===== config.mk =====
export PLATFORM = sky130hd
export DESIGN_NAME = dcache_write_buffer_flat
export DESIGN_NICKNAME = d
export VERILOG_FILES = /design/src/rtl/dcache_write_buffer_if.sv /design/src/rtl/dcache_write_buffer.sv /design/src/flat_wrapper.sv
export SDC_FILE = /design/constraint.sdc
export NUM_CORES = 1
export LEC_CHECK = 0
export ABC_AREA = 1
export CAP_MARGIN = 0
export CORE_ASPECT_RATIO = 1.25
export CORE_MARGIN = 4
export CORE_UTILIZATION = 33
export CTS_CLUSTER_DIAMETER = 30
export DETAILED_ROUTE_END_ITERATION = 6
export PLACE_DENSITY = 0.52
export SLEW_MARGIN = 20
export SYNTH_ARGS = -nofsm -noshare
export SYNTH_HDL_FRONTEND = slang
export SYNTH_SLANG_ARGS = --single-unit

===== constraint.sdc =====
create_clock -name clk -period 31.1 [get_ports clk]
set_input_delay 4.665 -clock clk [delete_from_list [all_inputs] [get_ports clk]]
set_output_delay 4.665 -clock clk [all_outputs]
set_load 0.02 [all_outputs]

===== src/rtl/dcache_write_buffer_if.sv =====
// Dcache/bridge write-buffer bundle: dcache write and hazard-check side plus bridge drain side.
// No storage or latency; pure signal grouping.
// Backpressure carried by wr_rdy toward the dcache and out_wr_rdy from the bridge.
interface dcache_write_buffer_if #(
    parameter int LINE_WIDTH = 256
);
    // dcache write side
    logic                  wr_req;
    logic [2:0]            wr_type;
    logic [31:0]           wr_addr;
    logic [3:0]            wr_wstrb;
    logic [LINE_WIDTH-1:0] wr_data;
    logic                  wr_rdy;

    // dcache read hazard check
    logic                  rd_req;
    logic [31:0]           rd_addr;
    logic                  rd_conflict;

    // bridge drain side
    logic                  out_wr_req;
    logic [2:0]            out_wr_type;
    logic [31:0]           out_wr_addr;
    logic [3:0]            out_wr_wstrb;
    logic [LINE_WIDTH-1:0] out_wr_data;
    logic                  out_wr_rdy;
    logic                  write_buffer_empty;

    // Environment view: drives dcache requests and bridge ready
    modport master (
        output wr_req, wr_type, wr_addr, wr_wstrb, wr_data,
        output rd_req, rd_addr,
        output out_wr_rdy,
        input  wr_rdy, rd_conflict,
        input  out_wr_req, out_wr_type, out_wr_addr, out_wr_wstrb, out_wr_data,
        input  write_buffer_empty
    );

    // Write buffer view
    modport slave (
        input  wr_req, wr_type, wr_addr, wr_wstrb, wr_data,
        input  rd_req, rd_addr,
        input  out_wr_rdy,
        output wr_rdy, rd_conflict,
        output out_wr_req, out_wr_type, out_wr_addr, out_wr_wstrb, out_wr_data,
        output write_buffer_empty
    );
endinterface


===== src/rtl/dcache_write_buffer.sv =====
// Dcache write buffer: queues line write-backs and uncached writes in FIFO order toward the bridge.
// Latency: push at edge N presents the entry on out_wr_* after edge N; 1 push + 1 pop per cycle.
// Backpressure: wr_rdy drops at full (a same-cycle pop does not free the slot); out_wr_* hold while !out_wr_rdy.
module dcache_write_buffer #(
    parameter int DEPTH      = 4,
    parameter int LINE_WIDTH = 256
) (
    input  logic                    clk,
    input  logic                    reset,
    dcache_write_buffer_if.slave    bus
);
    localparam int PTR_W = $clog2(DEPTH);
    localparam int CNT_W = PTR_W + 1;
    localparam logic [CNT_W-1:0] FULL_CNT = CNT_W'(DEPTH);

    typedef struct packed {
        logic [2:0]            wr_type;
        logic [31:0]           addr;
        logic [3:0]            wstrb;
        logic [LINE_WIDTH-1:0] data;
    } entry_t;

    entry_t             mem [DEPTH];
    logic [DEPTH-1:0]   valid;
    logic [PTR_W-1:0]   head;
    logic [PTR_W-1:0]   tail;
    logic [CNT_W-1:0]   count;

    logic               wr_rdy;
    logic               out_req;
    logic               push;
    logic               pop;
    logic               line_hit;
    entry_t             head_ent;
    logic               rd_addr_unused;

    // Readiness depends only on registered occupancy, so a pop never makes room for a same-cycle push.
    assign wr_rdy  = (count != FULL_CNT) && !reset;
    assign out_req = (count != '0);
    assign push    = bus.wr_req && wr_rdy;
    assign pop     = out_req && bus.out_wr_rdy;

    assign bus.wr_rdy             = wr_rdy;
    assign bus.out_wr_req         = out_req;
    assign bus.write_buffer_empty = (count == '0);

    // Hazard match is line-granular; the offset within the line is irrelevant.
    assign rd_addr_unused = ^bus.rd_addr[4:0];

    // Entry payload capture at the tail; payload needs no reset since valid bits qualify it.
    always_ff @(posedge clk) begin
        if (push) begin
            mem[tail] <= '{wr_type: bus.wr_type,
                           addr:    bus.wr_addr,
                           wstrb:   bus.wr_wstrb,
                           data:    bus.wr_data};
        end
    end

    // Pointer, occupancy and valid-bit bookkeeping; reset discards every queued entry at once.
    always_ff @(posedge clk or posedge reset) begin
        if (reset) begin
            head  <= '0;
            tail  <= '0;
            count <= '0;
            valid <= '0;
        end else begin
            // head and tail only coincide when empty (no pop) or full (no push), so these never collide
            if (push) begin
                tail        <= tail + PTR_W'(1);
                valid[tail] <= 1'b1;
            end
            if (pop) begin
                head        <= head + PTR_W'(1);
                valid[head] <= 1'b0;
            end
            unique case ({push, pop})
                2'b10:   count <= count + CNT_W'(1);
                2'b01:   count <= count - CNT_W'(1);
                default: count <= count;
            endcase
        end
    end

    // Head entry presented to the bridge straight from storage; zeroed while the buffer is empty.
    always_comb begin
        head_ent         = mem[head];
        bus.out_wr_type  = '0;
        bus.out_wr_addr  = '0;
        bus.out_wr_wstrb = '0;
        bus.out_wr_data  = '0;
        if (out_req) begin
            bus.out_wr_type  = head_ent.wr_type;
            bus.out_wr_addr  = head_ent.addr;
            bus.out_wr_wstrb = head_ent.wstrb;
            bus.out_wr_data  = head_ent.data;
        end
    end

    // Read hazard: any currently valid entry on the same 32-byte line, including one popping this cycle.
    always_comb begin
        line_hit = 1'b0;
        for (int i = 0; i < DEPTH; i++) begin
            if (valid[i] && (mem[i].addr[31:5] == bus.rd_addr[31:5])) begin
                line_hit = 1'b1;
            end
        end
        bus.rd_conflict = bus.rd_req && line_hit;
    end

endmodule


===== src/flat_wrapper.sv =====
// flat-port wrapper written by rule: the top's interface ports become plain ports
module dcache_write_buffer_flat 
#(
    parameter int DEPTH      = 4,
    parameter int LINE_WIDTH = 256
)
  (clk, reset, bus_wr_req, bus_wr_type, bus_wr_addr, bus_wr_wstrb, bus_wr_data, bus_rd_req, bus_rd_addr, bus_out_wr_rdy, bus_wr_rdy, bus_rd_conflict, bus_out_wr_req, bus_out_wr_type, bus_out_wr_addr, bus_out_wr_wstrb, bus_out_wr_data, bus_write_buffer_empty);
  dcache_write_buffer_if #(.LINE_WIDTH(LINE_WIDTH)) bus_i ();
  input  logic clk;
  input  logic reset;
  input wire logic [$bits(bus_i.wr_req)-1:0] bus_wr_req;
  input wire logic [$bits(bus_i.wr_type)-1:0] bus_wr_type;
  input wire logic [$bits(bus_i.wr_addr)-1:0] bus_wr_addr;
  input wire logic [$bits(bus_i.wr_wstrb)-1:0] bus_wr_wstrb;
  input wire logic [$bits(bus_i.wr_data)-1:0] bus_wr_data;
  input wire logic [$bits(bus_i.rd_req)-1:0] bus_rd_req;
  input wire logic [$bits(bus_i.rd_addr)-1:0] bus_rd_addr;
  input wire logic [$bits(bus_i.out_wr_rdy)-1:0] bus_out_wr_rdy;
  output wire logic [$bits(bus_i.wr_rdy)-1:0] bus_wr_rdy;
  output wire logic [$bits(bus_i.rd_conflict)-1:0] bus_rd_conflict;
  output wire logic [$bits(bus_i.out_wr_req)-1:0] bus_out_wr_req;
  output wire logic [$bits(bus_i.out_wr_type)-1:0] bus_out_wr_type;
  output wire logic [$bits(bus_i.out_wr_addr)-1:0] bus_out_wr_addr;
  output wire logic [$bits(bus_i.out_wr_wstrb)-1:0] bus_out_wr_wstrb;
  output wire logic [$bits(bus_i.out_wr_data)-1:0] bus_out_wr_data;
  output wire logic [$bits(bus_i.write_buffer_empty)-1:0] bus_write_buffer_empty;
  assign bus_i.wr_req = bus_wr_req;
  assign bus_i.wr_type = bus_wr_type;
  assign bus_i.wr_addr = bus_wr_addr;
  assign bus_i.wr_wstrb = bus_wr_wstrb;
  assign bus_i.wr_data = bus_wr_data;
  assign bus_i.rd_req = bus_rd_req;
  assign bus_i.rd_addr = bus_rd_addr;
  assign bus_i.out_wr_rdy = bus_out_wr_rdy;
  assign bus_wr_rdy = bus_i.wr_rdy;
  assign bus_rd_conflict = bus_i.rd_conflict;
  assign bus_out_wr_req = bus_i.out_wr_req;
  assign bus_out_wr_type = bus_i.out_wr_type;
  assign bus_out_wr_addr = bus_i.out_wr_addr;
  assign bus_out_wr_wstrb = bus_i.out_wr_wstrb;
  assign bus_out_wr_data = bus_i.out_wr_data;
  assign bus_write_buffer_empty = bus_i.write_buffer_empty;
  dcache_write_buffer #(.DEPTH(DEPTH), .LINE_WIDTH(LINE_WIDTH)) u_core (.clk(clk), .reset(reset), .bus(bus_i));
endmodule

==> flow_summary.ini <==
[synth]
synth.area.mux_share_pct = 0
yosys_warnings = 0
synth.avg_cell_area_um2 = 12.2
ys_seq_area_share_pct = 74.3
synth-compound-area-share_pct = 10.0
synth-edff-count = 1180
synth-simple-area-share_pct = 10.8
ys_dominant_reg_cell = edfxtp_1
synth_nets = 4271
synthArstFlopShare_pct = 0.924
synth_cells = 3929
synth_top_family_by_area = simple AND/OR/NAND/NOR gates
synth_adder_area_share_pct = 0.276
ys_types = 28
synthXorXnorAreaFrac_pct = 0.748
ys_ff_latch = 1191
syn_area_um2 = 48000

[floorplan]
dieArea_um2 = 152000
die_x_um = 349
initial_core_util_pct = 33.2
die_h_um = 435
placementRows = 156
ios = 631
core-area_um2 = 145000

[critical_path]
reg2reg_from = u_core.count[1]
start_kind = input port
r2r_setup_slack_ns = 26.81
required_ns = 26.44
arrival_ns = 7.15
path_class = in2out
path_max_fanout = 4
critPathCaptureType = primary output
startpoint = bus_rd_addr[15]

[final_layout]
final_util_pct = 43.9
multi_input_area_um2 = 10500
nNetsFinal = 4927
syn_to_final_growth_pct = 32.1
fillers = 13200
drive_gt1_share_pct = 8.54
regArea_um2 = 35700
finalInstanceArea_um2 = 63500

[sta]
tightest_slew_ns = 1.13
hold_violations = 0
tns_ns = 0
hold_ws_ns = 0.553
clock_skew_ns = 0.0546
relSlewSlack_pct = 24.3
final_max_slew_viol_count = 0
finalSetupViolations = 0
timing.final.crit_share_pct = 38.0
rsz0062_at_grt = no
max_freq_ghz = 0.0847
period_minus_slack_ns = 11.81

[pwr]
p_clk_share_pct = 34.3
internal-power_mw = 4.45
power_density_nw_per_um2 = 110
power_frac_comb_pct = 36.7
fin_total_pwr_mw = 6.96
p_sw_share_pct = 36.0
power.leakage_nw = 21.8
vdd_drop_max_v = 0.0000690
p_sw_mw = 2.51
power_frac_seq_pct = 28.9

[global_route]
track_usage_pct = 17.6
grt_pass1_vias = 31200
antenna_found_initial = 36
grt.busiest_layer = met2
met2_usage_pct = 29.6
grt_use_met1_pct = 21.2
grt_overflow = 0
grtUsageMet3_pct = 6.02
grt_max_degree = 206
grt_pass1_wl_mm = 201

[worst_hold_path]
hold_class = reg2reg
hold_start = u_core.valid[0]

[cts]
clk_latency_ns = 0.82
postCtsSetupBuffers = 0
clk_pin_slew_ns = 0.05
cts_tree = yes
hold_buffers = 0
postCtsResizedCells = 0
clkSinkCount = 1191
htreeDepth = 4
clockRootBuffer = clkbuf_16
cts_buffers = 219
clk_path_buf_depth = 3

[drt]
drt_pass1_iterations = 5
wl_per_cell_um = 20.6
via_per_inst = 4.74
drc_errors = 0
drtAntennaViolNets = 0
routed_wl_mm = 137
vias = 31700
first_iter_violations = 1783

[job]
drv_cap = 0

[placed_design]
place.detailed.hpwl_mm = 80.2
gp_congestion = 0.812
port_buffers = 625
place_area_um2 = 55800

[status]
outcome = complete, no violations
==> registers in the layout, indices dropped and copies added, names as in the netlist <==
name          count
u_core.mem     1180
u_core.valid      4
u_core.count      3
u_core.head       2
u_core.tail       2
==> through the flow <==
step	worst slack, ns	std cells
6_report	19.29	6682
5_1_grt	19.11	6668
4_1_cts	19.26	6662
3_5_place_dp	19.27	6259
3_3_place_gp	19.27	6259
2_1_floorplan	12.82	3929
==> critical path, cell delays in order <==
cell             delay [ns]
clkdlybuf4s50_1        0.60
inv_1                  0.12
a21boi_0               0.31
nand2_1                0.11
nor2_1                 0.22
nand2_1                0.12
nor2_1                 0.09
nand2_1                0.06
nand2_1                0.06
nor2_1                 0.09
nor2_1                 0.09
clkdlybuf4s50_1        0.60
==> synthesized netlist by cell type (2+ instances only) <==
library cell  count  area share [%]
inv_2             4           0.031
a21boi_0          4           0.063
nand3_1           3           0.031
clkbuf_1         69            0.54
clkbuf_2          6           0.063
a21oi_1         337             3.5
buf_6            25            0.59
inv_1           137             1.1
nand2_1         207             1.6
xnor2_1          39            0.71
nor2_1         1131             8.8
buf_2            79            0.82
dfrtp_1          11            0.57
o211ai_1          6           0.094
edfxtp_1       1180              74
ha_1              9            0.23
o21ai_1         109             1.1
nand4_1          16            0.21
a2bb2oi_1         4           0.073
o21ai_0         491             5.1
xor2_1            2           0.036
buf_1            17            0.13
buf_4            38            0.59
==> path summary, 6_finish.rpt <==
path,to,cells past startpoint
max,bus_rd_conflict,12
max in group asynchronous,u_core.head[1],2
min,u_core.valid[0],1
max reg2reg,u_core.mem[3][86],7
min reg2reg,u_core.valid[0],1
min in group asynchronous,u_core.count[1],2
==> power groups by stage <==
stage               Combinational [mW]  Clock [mW]  Sequential (mW)
floorplan                         1.47           0             2.09
global placement                  2.60           0             2.04
detailed placement                2.60           0             2.04
CTS                               2.62        2.44             2.01
global route                      2.79        2.52             2.02
finish                            2.56        2.39             2.01
==> layer usage <==
| metal | vias up | wire length, um | part of all wire, % |
|---|---|---|---|
| met5 | - | 153 | 0.11 |
| li1 | 15200 | - | - |
| met3 | 218 | 11400 | 8.3 |
| met4 | 24 | 3340 | 2.4 |
| met1 | 15400 | 55300 | 40 |
| met2 | 865 | 67200 | 49 |
==> kinds of logic after synthesis <==
logic type,count (synthesis)
simple gates,1360
xor+xnor,41
buf+inv,375
compound gates,952
fa+ha+maj,10
flops,1191
==> cell type report <==
type | count | share of cell area [%]
Multi-Input combinational cell | 2363 | 16.6
Inverter | 141 | 0.866
Tap cell | 1896 | 3.74
Clock buffer | 247 | 8.87
Timing Repair Buffer | 669 | 10.5
Sequential cell | 1191 | 56.3
Antenna cell | 19 | 0.0749
Clock inverter | 156 | 3.09
==> placed cells by master, fill, tap and decap left out, types with 3 or more instances in the layout <==
| cell | netlist | final |
|---|---|---|
| nor2_1 | 1131 | 1127 |
| bufinv_16 | 0 | 33 |
| nand2_1 | 207 | 207 |
| buf_4 | 38 | 38 |
| o21ai_1 | 109 | 109 |
| clkinv_4 | 0 | 15 |
| nor2_4 | 0 | 4 |
| diode_2 | 0 | 19 |
| clkbuf_1 | 69 | 26 |
| a21oi_1 | 337 | 337 |
| o211ai_1 | 6 | 6 |
| xnor2_1 | 39 | 39 |
| ha_1 | 9 | 9 |
| inv_1 | 137 | 137 |
| a2bb2oi_1 | 4 | 4 |
| clkinv_2 | 0 | 38 |
| buf_12 | 0 | 5 |
| nand4_1 | 16 | 16 |
| o21ai_0 | 491 | 491 |
| clkinv_16 | 0 | 8 |
| edfxtp_1 | 1180 | 1180 |
| clkdlybuf4s50_1 | 0 | 625 |
| dfrtp_1 | 11 | 9 |
| clkbuf_16 | 0 | 221 |
| a21boi_0 | 4 | 4 |
| clkinvlp_4 | 0 | 19 |
| inv_6 | 0 | 12 |
| nand3_1 | 3 | 3 |
| clkinv_1 | 0 | 28 |
Power figures use the tool's default switching activity.
